[config.mk]
export PLATFORM = sky130hd
export DESIGN_NAME = regfile_wb_arbiter
export DESIGN_NICKNAME = d
export VERILOG_FILES = /design/src/rtl/regfile_wb_arbiter.sv
export SDC_FILE = /design/constraint.sdc
export NUM_CORES = 1
export LEC_CHECK = 0
export BUFFER_PORTS_ARGS = -buffer_cell sky130_fd_sc_hd__buf_4
export CAP_MARGIN = 20
export CORE_AREA = 3 3 112 114
export CTS_CLUSTER_DIAMETER = 120
export DETAILED_ROUTE_END_ITERATION = 10
export DIE_AREA = 0 0 115 117
export GPL_ROUTABILITY_DRIVEN = 0
export PLACE_DENSITY = 0.63
export SLEW_MARGIN = 20
export SYNTH_ARGS = -nofsm -noshare
export SYNTH_HDL_FRONTEND = slang
export SYNTH_SLANG_ARGS = --single-unit
[constraint.sdc]
create_clock -name clk -period 2.6 [get_ports clk]
set_clock_uncertainty 0.15 [all_clocks]
set_input_delay 0 -clock clk [delete_from_list [all_inputs] [get_ports clk]]
set_output_delay 0 -clock clk [all_outputs]
set_load 0.01 [all_outputs]
[src/rtl/regfile_wb_arbiter.sv]
// regfile_wb_arbiter: two-requester register-file write-port arbiter with anti-starvation and a registered write stage
module regfile_wb_arbiter #(
  parameter int DATA_W     = 64,
  parameter int ADDR_W     = 5,
  parameter int STARVE_MAX = 4
) (
  input  logic              clk,
  input  logic              rst,
  input  logic              a_valid,
  input  logic [ADDR_W-1:0] a_rd,
  input  logic [DATA_W-1:0] a_data,
  output logic              a_ready,
  input  logic              b_valid,
  input  logic [ADDR_W-1:0] b_rd,
  input  logic [DATA_W-1:0] b_data,
  output logic              b_ready,
  output logic              RegWrite,
  output logic [ADDR_W-1:0] rd,
  output logic [DATA_W-1:0] wrt_data,
  output logic [15:0]       stall_cnt
);
  logic              grant_a, grant_b, refused;
  logic [3:0]        starve_q, starve_d;
  logic [15:0]       stall_q, stall_d;
  logic              regwrite_q, regwrite_d;
  logic [ADDR_W-1:0] rd_q, rd_d;
  logic [DATA_W-1:0] data_q, data_d;
  // A wins ties unless B has been refused long enough; write stage captures the winner, x0 never enables the write
  always_comb begin
    grant_b    = !rst && b_valid && (!a_valid || starve_q >= 4'(STARVE_MAX));
    grant_a    = !rst && a_valid && !grant_b;
    refused    = (a_valid && !grant_a) || (b_valid && !grant_b);
    starve_d   = (rst || !b_valid || grant_b) ? 4'd0 : (starve_q == 4'hF) ? starve_q : starve_q + 4'd1;
    stall_d    = rst ? 16'd0 : (refused && stall_q != 16'hFFFF) ? stall_q + 16'd1 : stall_q;
    regwrite_d = (grant_a && a_rd != '0) || (grant_b && b_rd != '0);
    rd_d       = rst ? '0 : grant_a ? a_rd : grant_b ? b_rd : rd_q;
    data_d     = rst ? '0 : grant_a ? a_data : grant_b ? b_data : data_q;
  end
  // state and write-stage registers
  always_ff @(posedge clk) begin
    starve_q   <= starve_d;
    stall_q    <= stall_d;
    regwrite_q <= regwrite_d;
    rd_q       <= rd_d;
    data_q     <= data_d;
  end
  assign a_ready   = grant_a;
  assign b_ready   = grant_b;
  assign RegWrite  = regwrite_q;
  assign rd        = rd_q;
  assign wrt_data  = data_q;
  assign stall_cnt = stall_q;
endmodule

* Word-level counts from Yosys, hierarchy flattened *
Index checks and enable logic that the tools add are counted.

storage, ports and cells
  output and inout port bits = 88
  input bits = 142
  flip-flop bits (word level) = 90

operators by class
  multiplexer cells = 4
  magnitude comparators = 1
  reduce and logical (&&, ||, !) cells = 22
  add/subtract/negate cells = 2
  equal/unequal tests = 2

operators by type and width
  kind                                                                                  count
  64-bit 2-to-1 mux                                                                     2
  16-bit by 1-bit adder with 16-bit output (second input constant)                      1
  16-bit inequality test (second input constant)                                        1
  5-bit 2-to-1 mux                                                                      2
  5-bit nonzero test                                                                    2
  1-bit logical AND                                                                     9
  1-bit logical NOT                                                                     5
  1-bit logical OR                                                                      5
  4-bit by 1-bit adder with 4-bit output (second input constant)                        1
  4-bit == test (second input constant)                                                 1
  4-bit by 3-bit greater-or-equal comparator with 1-bit output (second input constant)  1
  2-bit nonzero test                                                                    1

* Logic depth before layout (Yosys ltp) *
Gate-level depths: netlist (run 1).

  depth in word-level cells = 9
  mapped depth = 8

* Least setup slack after synthesis (run 1) *
OpenSTA, ideal clock, no wires.

  path kind = reg-to-reg
  from = register stall_q[0], in the netlist stall_cnt[0]
  to = register stall_q[5], in the netlist stall_cnt[5]
  data arrival time = 1.803 ns
  setup time = 0.123 ns
  buffers on the path = 2
  cell stages (with the launch flop) = 8
  setup slack = 0.524 ns
  data required time = 2.327 ns
  cell sequence = dfxtp_1 > ha_1 > buf_6 > and4_4 > and4b_1 > buf_6 > nor4b_1 > mux2_1

on the way
  word-level cells in the longest chain between the ends = 2
  elaborated cells on any way between the ends = 3

RTL lines
  element                                                                                           RTL line  RTL
  start: declaration                                                                                24        logic [15:0] stall_q, stall_d;
  start signal: assignment                                                                          42        stall_q <= stall_d;
  parallel branches: the longest is 2 deep, another holds 16-bit by 1-bit adder with 16-bit output  --

Parallel ways; which one is timed is not known.
A chain may end at the register's enable or synchronous reset.

* Worst setup path after layout (run 1) *
  from = input b_valid
  to = register regwrite_q, in the netlist RegWrite

on the way
  word-level cells in the longest chain between the ends = 6
  elaborated cells on any way between the ends = 7

RTL lines
  element                            RTL line  RTL
  start: declaration                 13        input logic b_valid,
  1-bit logical AND * (2 in series)  30        grant_b = !rst && b_valid && (!a_valid || starve_q >= 4'(STARVE_MAX));
  1-bit logical NOT                  31        grant_a = !rst && a_valid && !grant_b;
  1-bit logical AND                  31
  1-bit logical AND                  35        regwrite_d = (grant_a && a_rd != '0) || (grant_b && b_rd != '0);
  1-bit logical OR *                 35
  net regwrite_d                     25        logic regwrite_q, regwrite_d;
  end signal: assignment             43        regwrite_q <= regwrite_d;
  end: declaration                   25

Mark *: on every way through the listed nets, which the timed path passes. The rest lies on a longest branch.

==> results of run 1 <==
-- registers in the layout, indices dropped and copies added (netlist names) --
name,cells
RegWrite,1
starve_q,4
wrt_data,64
stall_cnt,16
rd,5
-- cell families (layout without fill, tap and decap cells) --
| kind of cell | after synthesis | in the layout | share of synthesized area |
|---|---|---|---|
| adders and majority gates | 3 | 3 | 0.00893 |
| muxes | 70 | 70 | 0.173 |
| DFF | 90 | 90 | 0.444 |
| AOI/OAI and AO/OA | 102 | 102 | 0.178 |
| and+or+nand+nor | 124 | 124 | 0.147 |
| other | 1 | 1 | 0.000923 |
| buffers and inverters | 43 | 399 | 0.0487 |
-- per-stage QoR --
step	std cells	total power, mW	hold WS (ps)	util
6_report	932	3.97	-6.06	0.664
3_3_place_gp	774	2.18	137	0.508
2_1_floorplan	433	1.83	9.61	-
3_5_place_dp	774	2.19	124	0.508
4_1_cts	932	3.99	8.33	0.664
5_1_grt	932	4.13	18.1	0.664
-- critical path, stage by stage --
cell and delay (ps):
dlygate4sd3_1 550, buf_4 140, inv_1 50, a211o_4 470, o211ai_1 140, dlygate4sd3_1 550
o21ai_0 60, dlygate4sd3_1 560
-- final cells by class --
type,instances,share of cell area
inverters,5,0.00246
flip-flops and latches,90,0.236
repair buffers,379,0.421
clock buffers,9,0.0295
well taps,143,0.0234
clock inverters,6,0.0170
multi-input cells,300,0.271
-- what timing repair did --
item,CTS,global route
hold buffers,143,0
endpoints found under the setup margin,0,1
hold endpoints to repair,84,0
-- cell usage in the layout (no fill, tap or decap), types with 3 or more instances in the layout --
cell type,instances
a211oi_1,70
a21oi_1,13
and3_1,4
and4_1,3
buf_4,235
bufinv_16,4
clkbuf_16,9
dfxtp_1,90
dlygate4sd3_1,143
inv_1,5
mux2i_1,69
nand2_1,3
nand3_1,8
nand4_1,4
nor2_1,78
o21ai_0,4
o31ai_1,9
or4_1,11
-- final timing paths --
check	endpoint	slack (ps)	cells after the start
setup reg to reg	RegWrite	150	6
setup / recovery	RegWrite	140	8
hold / removal	stall_cnt[12]	-6	2
hold reg to reg	starve_q[0]	270	1
-- power groups by stage --
stage	combinational, mW	sequential (mW)	clock (mW)
floorplan	0.233	1.59	0
global route	0.930	1.54	1.66
detailed placement	0.639	1.55	0
finish	0.864	1.53	1.58
global placement	0.630	1.55	0
CTS	0.848	1.53	1.61
-- metal layers --
| layer | wire [um] | up-vias | global-route usage | part of all wire |
|---|---|---|---|---|
| li1 | - | 2301 | - | - |
| met1 | 5850 | 2213 | 0.240 | 0.38 |
| met2 | 8000 | 176 | 0.408 | 0.52 |
| met3 | 1190 | 29 | 0.0823 | 0.077 |
| met4 | 396 | 0 | 0.0736 | 0.026 |
| met5 | 0 | - | 0 | 0 |
==> flow_summary_export.csv, run 1 <==
group,metric,value,unit
cells_and_area,stdcell_area,7640,um2
power_and_ir_drop,seqPwrFrac,0.385,
die,io_pins,230,
global_routing,grt_pass1_vias,5032,
die,die_w,115,um
run,max-cap-violations,0,
power_and_ir_drop,pwr-share-clk,0.398,
worst_setup_path,cp.arrival,2530,ps
clocking,post-cts-setup-buffers,0,
die,core_area,11500,um2
worst_setup_path,crit_start,"b_valid",
power_and_ir_drop,swShare,0.236,
sta,worstMarginPinSlew,737,ps
synth,synth_area_leaders,"dfxtp_1 (44%), mux2i_1 (17%), a211oi_1 (13%)",
worst_setup_path,worst-setup-path-type,"in -> reg",
placed_design,dp_worst_setup_slack,328,ps
clocking,clock_path_buffers,2,
clocking,clock_sinks,90,
drt,drt_iter0_drc,196,
sta,fmax,407,MHz
sta,whs,-6.06,ps
sta,setup_slack,143,ps
worst_setup_path,cp-end-kind,"flop",
run_status,violations,"negative hold slack",
cells_and_area,multi_input_area,2070,um2
worst_hold_path,hold_class,"in -> reg",
sta,fin_tns_setup,0,ps
synth,synth_most_common_cell,"dfxtp_1",
synth,synth_nets,577,
sta,relSlewSlack,0.509,
clocking,cts_tree,"built",
cells_and_area,final_layout_size_suffix_gt1_frac,0.323,
sta,final_max_slew_viol_count,0,
die,dieArea,13500,um2
cells_and_area,final_nets,929,
synth,synthFlopType,"dfxtp_1",
global_routing,overflow,0,
drt,wl_per_cell,16.6,um
global_routing,antenna_found_initial,0,
synth,synth_edf_count,0,
sta,min_period_over_period,0.945,
run_status,status,"finished with violations",
worst_setup_path,worstSetupStartpointType,"primary input",
sta,hold_viol,1,
placed_design,dp_hpwl,9350,um
die,die_h,117,um
cells_and_area,synthToLayoutAreaGrowth,88.1,%
clocking,numCtsBuffers,9,
worst_setup_path,worstPathRequired,2680,ps
placed_design,port_buffers,229,
synth,yosysUniqueCellTypes,37,
power_and_ir_drop,p_per_area,520,nW/um2
synth,ys_warn_count,0,
clocking,clk_pin_slew_worst_paths,60,ps
clocking,cts_htree_levels,3,
drt,vias_per_cell,5.06,
clocking,ctsResizeCount,0,
synth,yosysTopAreaCell,"dfxtp_1",
drt,ant_nets,0,
drt,wirelength,15400,um
drt,drt_first_pass_iters,4,
cells_and_area,nFillCells,892,
synth,synthesis.instances,433,
drt,vias,4719,
die,num_rows,39,
power_and_ir_drop,switching_power,0.940,mW
power_and_ir_drop,peakVddDrop,493,uV
synth,synth_seq_cells,90,
global_routing,track_usage,0.224,
die,start_util,0.353,
synth,syn_area,4060,um2
placed_design,placed_cell_area,5850,um2
cells_and_area,diodes,0,
worst_setup_path,worstPathMaxFanout,40,
power_and_ir_drop,pwr-share-comb,0.217,
synth,seq_area_frac_synth,0.444,
sta,setup_violations,0,
global_routing,grt_start_max_net_pins,66,
clocking,clock_latency,340,ps
power_and_ir_drop,intPower,3.03,mW
worst_setup_path,r2r-start,"starve_q[2]",
synth,synth_common_cells,"dfxtp_1 (90), nor2_1 (78), a211oi_1 (70)",
synth,synth_top_cell_area_share,0.444,
drt,drc,0,
sta,rsz0062_at_grt,"no",
power_and_ir_drop,p_leak,3.60,nW
clocking,root_buffer,"clkbuf_16",
cells_and_area,register_area,1800,um2
worst_hold_path,hold_start,"rst",
global_routing,grt_pass1_wl,24000,um
synth,avgSynthCellArea,9.38,um2
synth,synth-async-reset-ratio,0,
sta,min_period,2460,ps
(Power assumes the default switching activity.)
==> inputs of run 2 (changes only) <==
PLACE_DENSITY = 0.66   (was 0.63)
clock period = 2 ns   (was 2.6 ns; I/O delays follow)
==> run 2 against run 1 <==
Critical path depth down 3. Sequential power is 29% higher. Highest routed layer unchanged. Count of clock-buffer cells in the layout increased by 4. Register-to-register slack worse by 90 ps. Hold slack better by 110 ps. Combinational power increased by 30%. Sequential cell count unchanged. The run now ends clean. Utilization up 0.98 points. Global-route usage rose by 0.11 points. Non-clock buffer count grew 14. Routed wire length grew 1.8%.
==> flow_summary_export.csv, run 2 (synthesis results as in run 1) <==
group,metric,value,unit
drt,drc,0,
worst_setup_path,crit_cells,5,
power_and_ir_drop,pwr-share-comb,0.229,
global_routing,track_usage,0.225,
power_and_ir_drop,seqPwrFrac,0.407,
sta,relSlewSlack,0.645,
worst_setup_path,worstPathCellList,"ha_1, and4_4, and4b_2, nor4b_4, mux2_1",
power_and_ir_drop,p_leak,3.56,nW
placed_design,port_buffers,229,
drt,drt_iter0_drc,274,
run_status,status,"complete, no violations",
clocking,clk_pin_slew_worst_paths,70,ps
worst_setup_path,worst-r2r-setup-slack,60,ps
drt,wirelength,15700,um
die,dieArea,13500,um2
worst_setup_path,path_buf_inv,0,
drt,top_layer,"met4",
die,io_pins,230,
power_and_ir_drop,pwr-share-clk,0.363,
cells_and_area,final_layout_size_suffix_gt1_frac,0.340,
cells_and_area,largest_reg_flops,64,
power_and_ir_drop,peakVddDrop,527,uV
sta,fmax,515,MHz
placed_design,dp_cells,788,
worst_setup_path,ff2ff_path_depth,5,
global_routing,antenna_found_initial,0,
power_and_ir_drop,switching_power,1.21,mW
sta,min_period,1940,ps
clocking,post-cts-setup-buffers,0,
drt,wl_met2,8370,um
global_routing,grt_pass1_wl,24200,um
clocking,clock_latency,330,ps
cells_and_area,final_common_cell,"buf_4",
die,start_util,0.353,
power_and_ir_drop,p_per_area,628,nW/um2
drt,wl_per_cell,16.6,um
sta,whs,102,ps
clocking,numCtsBuffers,9,
global_routing,overflow,0,
sta,setup_violations,0,
worst_setup_path,slowest_stage,"mux2_1",
drt,ant_nets,0,
drt,drt-met1-wl,5910,um
cells_and_area,synthToLayoutAreaGrowth,90.9,%
worst_setup_path,worst-setup-path-type,"reg -> reg",
worst_setup_path,path_delay_family,"simple AND/OR/NAND/NOR gates",
cells_and_area,mostFrequentLayoutCells,"buf_4 (247), dlygate4sd3_1 (143), dfxtp_1 (89)",
worst_setup_path,slowest_delay,350,ps
drt,vias,4815,
power_and_ir_drop,intPower,3.66,mW
die,core_area,11500,um2
drt,drt_first_pass_iters,4,
clocking,cts_tree,"built",
die,die_w,115,um
worst_setup_path,worstPathRequired,2060,ps
worst_setup_path,cp.arrival,2000,ps
worst_setup_path,worstSetupStartpointType,"flop",
clocking,clock_path_buffers,2,
global_routing,grt_pass1_vias,4982,
sta,hold_viol,0,
global_routing,grt_start_max_net_pins,38,
sta,worstMarginPinSlew,533,ps
worst_setup_path,cp-end-kind,"flop",
cells_and_area,final_cells,948,
die,die_h,117,um
placed_design,dp_hpwl,9290,um
worst_setup_path,worstPathMaxFanout,14,
power_and_ir_drop,swShare,0.249,
clocking,clock_sinks,90,
drt,vias_per_cell,5.08,
worst_hold_path,whs_path_depth,4,
cells_and_area,final_nets,944,
clocking,cts_htree_levels,3,
sta,final_max_slew_viol_count,0,
drt,met3WireLength,906,um
clocking,root_buffer,"clkbuf_16",
cells_and_area,diodes,0,
run,max-cap-violations,0,
die,num_rows,39,
sta,min_period_over_period,0.970,
worst_hold_path,hold_class,"in -> reg",
-- run 2: changes by cell type in the layout (fill, tap and decap cells not counted), moves of 2 or more --
cell and delta:
clkbuf_8 +3, clkinv_2 -2, bufinv_16 -3, buf_4 +12
-- run 2: worst register-to-register path: stages, from the launching register on --
cell and delay, ps:
dfxtp_2 320, ha_1 210, and4_4 200, and4b_2 300, nor4b_4 300, mux2_1 350
-- run 2: path summary, 6_finish.rpt --
path,from,endpoint
max reg2reg,stall_cnt[0],stall_cnt[5]
max,stall_cnt[0],stall_cnt[5]
min,a_valid,RegWrite
min reg2reg,starve_q[0],starve_q[0]
-- run 2: per-layer routing --
metal / track usage / up-vias
li1: - / 2338
met3: 0.0468 / 43
met1: 0.247 / 2247
met5: 0 / -
met4: 0.105 / 0
met2: 0.415 / 187
-- run 2: timing repair --
action                     in CTS  in global routing
gates resized for setup         0                  4
setup endpoints to repair       0                 11
hold endpoints to repair       80                  1
hold buffers                  141                  3
-- run 2: cell type report --
type,instances,area (um2)
Clock inverter,3,46.3
Sequential cell,90,1800
Fill cell,826,3760
Tap cell,143,179
Clock buffer,13,270
Multi-Input combinational cell,301,2100
Inverter,5,18.8
Timing Repair Buffer,393,3340
-- run 2: power by group through the flow --
stage	clock network (mW)	registers, mW	logic [mW]
2_1_floorplan	0	2.07	0.304
3_3_place_gp	0	2.01	0.843
3_5_place_dp	0	2.01	0.854
4_1_cts	1.81	1.98	1.08
5_1_grt	1.86	2.00	1.20
6_report	1.77	1.98	1.12
-- run 2: per-stage QoR --
| stage | power (mW) | TNS, ps | util | setup WS [ps] | instance area, um2 |
|---|---|---|---|---|---|
| after floorplan | 2.37 | 0 | - | 1.00 | 4070 |
| after global placement | 2.85 | 0 | 0.519 | 101 | 5980 |
| after detailed placement | 2.87 | 0 | 0.519 | 21.2 | 5980 |
| after CTS | 4.87 | 0 | 0.669 | 12.6 | 7710 |
| after global routing | 5.06 | -20.9 | 0.673 | -20.6 | 7750 |
| final | 4.87 | 0 | 0.673 | 59.9 | 7750 |
==> inputs of run 3 (changes only) <==
ABC_AREA = 1   (was not set)
CORE_AREA = 3 3 120 122   (was 3 3 112 114)
DIE_AREA = 0 0 123 125   (was 0 0 115 117)
PLACE_DENSITY = 0.63   (was 0.66)
==> run 3 against run 2 <==
Sequential cell count did not move. Register-to-register slack improved by 120 ps. Total power grew 1.2%. Sequential share of layout area is 1.6 points lower. Critical path type unchanged. Largest cell class unchanged. Highest routed layer unchanged.
==> flow_summary_export.csv, run 3 <==
group,metric,value,unit
worst_setup_path,path_delay_family,"buffers and inverters",
cells_and_area,final_common_cell,"nand2_1",
cells_and_area,final_cells,1248,
sta,fin_tns_setup,0,ps
worst_setup_path,worst-r2r-setup-slack,180,ps
worst_setup_path,worst-setup-path-type,"reg -> reg",
clocking,root_buffer,"clkbuf_16",
worst_setup_path,slowest_stage,"dlygate4sd3_1",
worst_hold_path,worstHoldEndpoint,"RegWrite",
global_routing,track_usage,0.224,
global_routing,grt_pass1_wl,28000,um
clocking,numCtsBuffers,9,
clocking,post-cts-setup-buffers,0,
synth,synth_top_cell_area_share,0.385,
synth,synthFlopType,"dfxtp_1",
drt,wirelength,17500,um
synth,synthesis.instances,707,
sta,whs,326,ps
worst_hold_path,hold_start,"a_rd[4]",
sta,rsz0062_at_grt,"no",
sta,final_max_slew_viol_count,0,
drt,drt_iter0_drc,302,
sta,fmax,549,MHz
worst_setup_path,worstPathMaxFanout,21,
worst_setup_path,worstSetupStartpointType,"flop",
sta,min_period_over_period,0.911,
global_routing,grt_start_max_net_pins,47,
clocking,cts_tree,"built",
sta,setup_violations,0,
die,die_h,125,um
power_and_ir_drop,peakVddDrop,333,uV
worst_setup_path,r2r-end,"rd[0]",
drt,drc,0,
global_routing,grt_pass1_vias,5854,
placed_design,dp_hpwl,11000,um
synth,avgSynthCellArea,6.62,um2
synth,seq_area_frac_synth,0.385,
synth,synth_nets,851,
synth,synth_seq_cells,90,
worst_setup_path,ff2ff_path_depth,7,
die,start_util,0.352,
synth,synth_common_cells,"nand2_1 (269), dfxtp_1 (90), inv_1 (87)",
cells_and_area,final_nets,1210,
synth,synth_edf_count,0,
sta,min_period,1820,ps
placed_design,port_buffers,229,
clocking,clock_sinks,90,
synth,ys_warn_count,0,
run,max-cap-violations,0,
synth,yosysUniqueCellTypes,28,
clocking,clock_latency,340,ps
worst_setup_path,r2r-start,"starve_q[2]",
clocking,cts_htree_levels,3,
clocking,clock_path_buffers,2,
worst_setup_path,path_buf_inv,1,
die,io_pins,230,
worst_setup_path,cp-end-kind,"flop",
drt,vias_per_cell,4.59,
clocking,clk_pin_slew_worst_paths,70,ps
cells_and_area,nFillCells,1139,
cells_and_area,mostFrequentLayoutCells,"nand2_1 (269), buf_4 (237), dlygate4sd3_1 (142)",
drt,vias,5731,
synth,yosysTopAreaCell,"dfxtp_1",
synth,synth-async-reset-ratio,0,
worst_setup_path,cp.arrival,1890,ps
sta,hold_viol,0,
worst_setup_path,crit_start,"starve_q[2]",
synth,synth_most_common_cell,"nand2_1",
die,num_rows,42,
global_routing,overflow,0,
placed_design,dp_cells,1089,
worst_hold_path,hold_class,"in -> reg",
cells_and_area,largest_reg_flops,64,
die,die_w,123,um
cells_and_area,synthToLayoutAreaGrowth,77.7,%
die,dieArea,15400,um2
cells_and_area,final_layout_size_suffix_gt1_frac,0.252,
run_status,status,"complete, no violations",
drt,wl_per_cell,14.0,um
worst_setup_path,worstPathCellList,"nor2_2, nand2_1, nand2_4, nand2_8, o21ai_1, a21oi_1, dlygate4sd3_1",
worst_hold_path,whs_path_depth,4,
worst_setup_path,slowest_delay,550,ps
die,core_area,13300,um2
drt,ant_nets,0,
power_and_ir_drop,p_leak,4.27,nW
worst_setup_path,worstPathRequired,2070,ps
synth,syn_area,4680,um2
power_and_ir_drop,p_per_area,593,nW/um2
drt,drt_first_pass_iters,5,
global_routing,antenna_found_initial,0,
synth,synth_area_leaders,"dfxtp_1 (38%), nand2_1 (22%), o21a_1 (10%)",
-- run 3: kinds of logic (layout without fill, tap and decap cells) --
group	after synthesis	in the layout	synth area share
other cells	1	3	0.000801
xor+xnor	7	7	0.0131
buf+inv	131	494	0.121
compound gates	86	86	0.128
fa+ha+maj	3	3	0.00775
simple gates	389	389	0.345
flops	90	90	0.385
-- run 3: through the flow --
stage / worst slack [ps] / util / total power [mW] / area, um2
6_report: 177 / 0.626 / 4.93 / 8320
2_1_floorplan: 270 / - / 2.55 / 4680
3_5_place_dp: 217 / 0.496 / 3.10 / 6590
5_1_grt: 20.3 / 0.626 / 5.17 / 8320
4_1_cts: 26.5 / 0.623 / 4.94 / 8280
3_3_place_gp: 292 / 0.496 / 3.10 / 6590
-- run 3: worst register-to-register path, stage by stage, from the launching register on --
cell	delay, ps
dfxtp_1	350
nor2_2	110
nand2_1	90
nand2_4	120
nand2_8	140
o21ai_1	150
a21oi_1	50
dlygate4sd3_1	550
-- run 3: cell type report --
| type | count | area [um2] | share of cell area |
|---|---|---|---|
| Antenna cell | 2 | 5.00 | 0.000601 |
| Clock buffer | 13 | 260 | 0.0313 |
| Clock inverter | 2 | 12.5 | 0.00150 |
| Inverter | 92 | 350 | 0.0421 |
| Multi-Input combinational cell | 486 | 2330 | 0.281 |
| Sequential cell | 90 | 1800 | 0.216 |
| Tap cell | 176 | 220 | 0.0265 |
| Timing Repair Buffer | 387 | 3340 | 0.401 |
-- run 3: how the worst max path moves through the flow --
stage / endpoint / slack, ps / cells past startpoint
detailed placement: stall_cnt[11] / 220 / 10
global route: rd[0] / 20 / 7
finish: rd[0] / 180 / 7
floorplan: stall_cnt[1] / 270 / 11
CTS: RegWrite / 30 / 9
global placement: stall_cnt[14] / 290 / 10
-- run 3: per-layer routing --
layer,routed length (um),track usage
met1,7120,0.256
met2,8230,0.378
met3,1300,0.0650
met4,802,0.112
met5,0,0
-- run 3: timing repair --
item	CTS	global route
setup endpoints to repair	0	2
hold endpoints to repair	84	1
hold buffers	142	1
gates resized for setup	0	9
-- run 3: where the power goes --
group | total [mW] | internal [mW] | leakage [nW] | switching (mW)
combinational | 1.32 | 0.737 | 3.39 | 0.587
clock | 1.61 | 0.904 | 0.132 | 0.704
sequential | 2.00 | 1.93 | 0.743 | 0.0736
total | 4.93 | 3.57 | 4.27 | 1.36
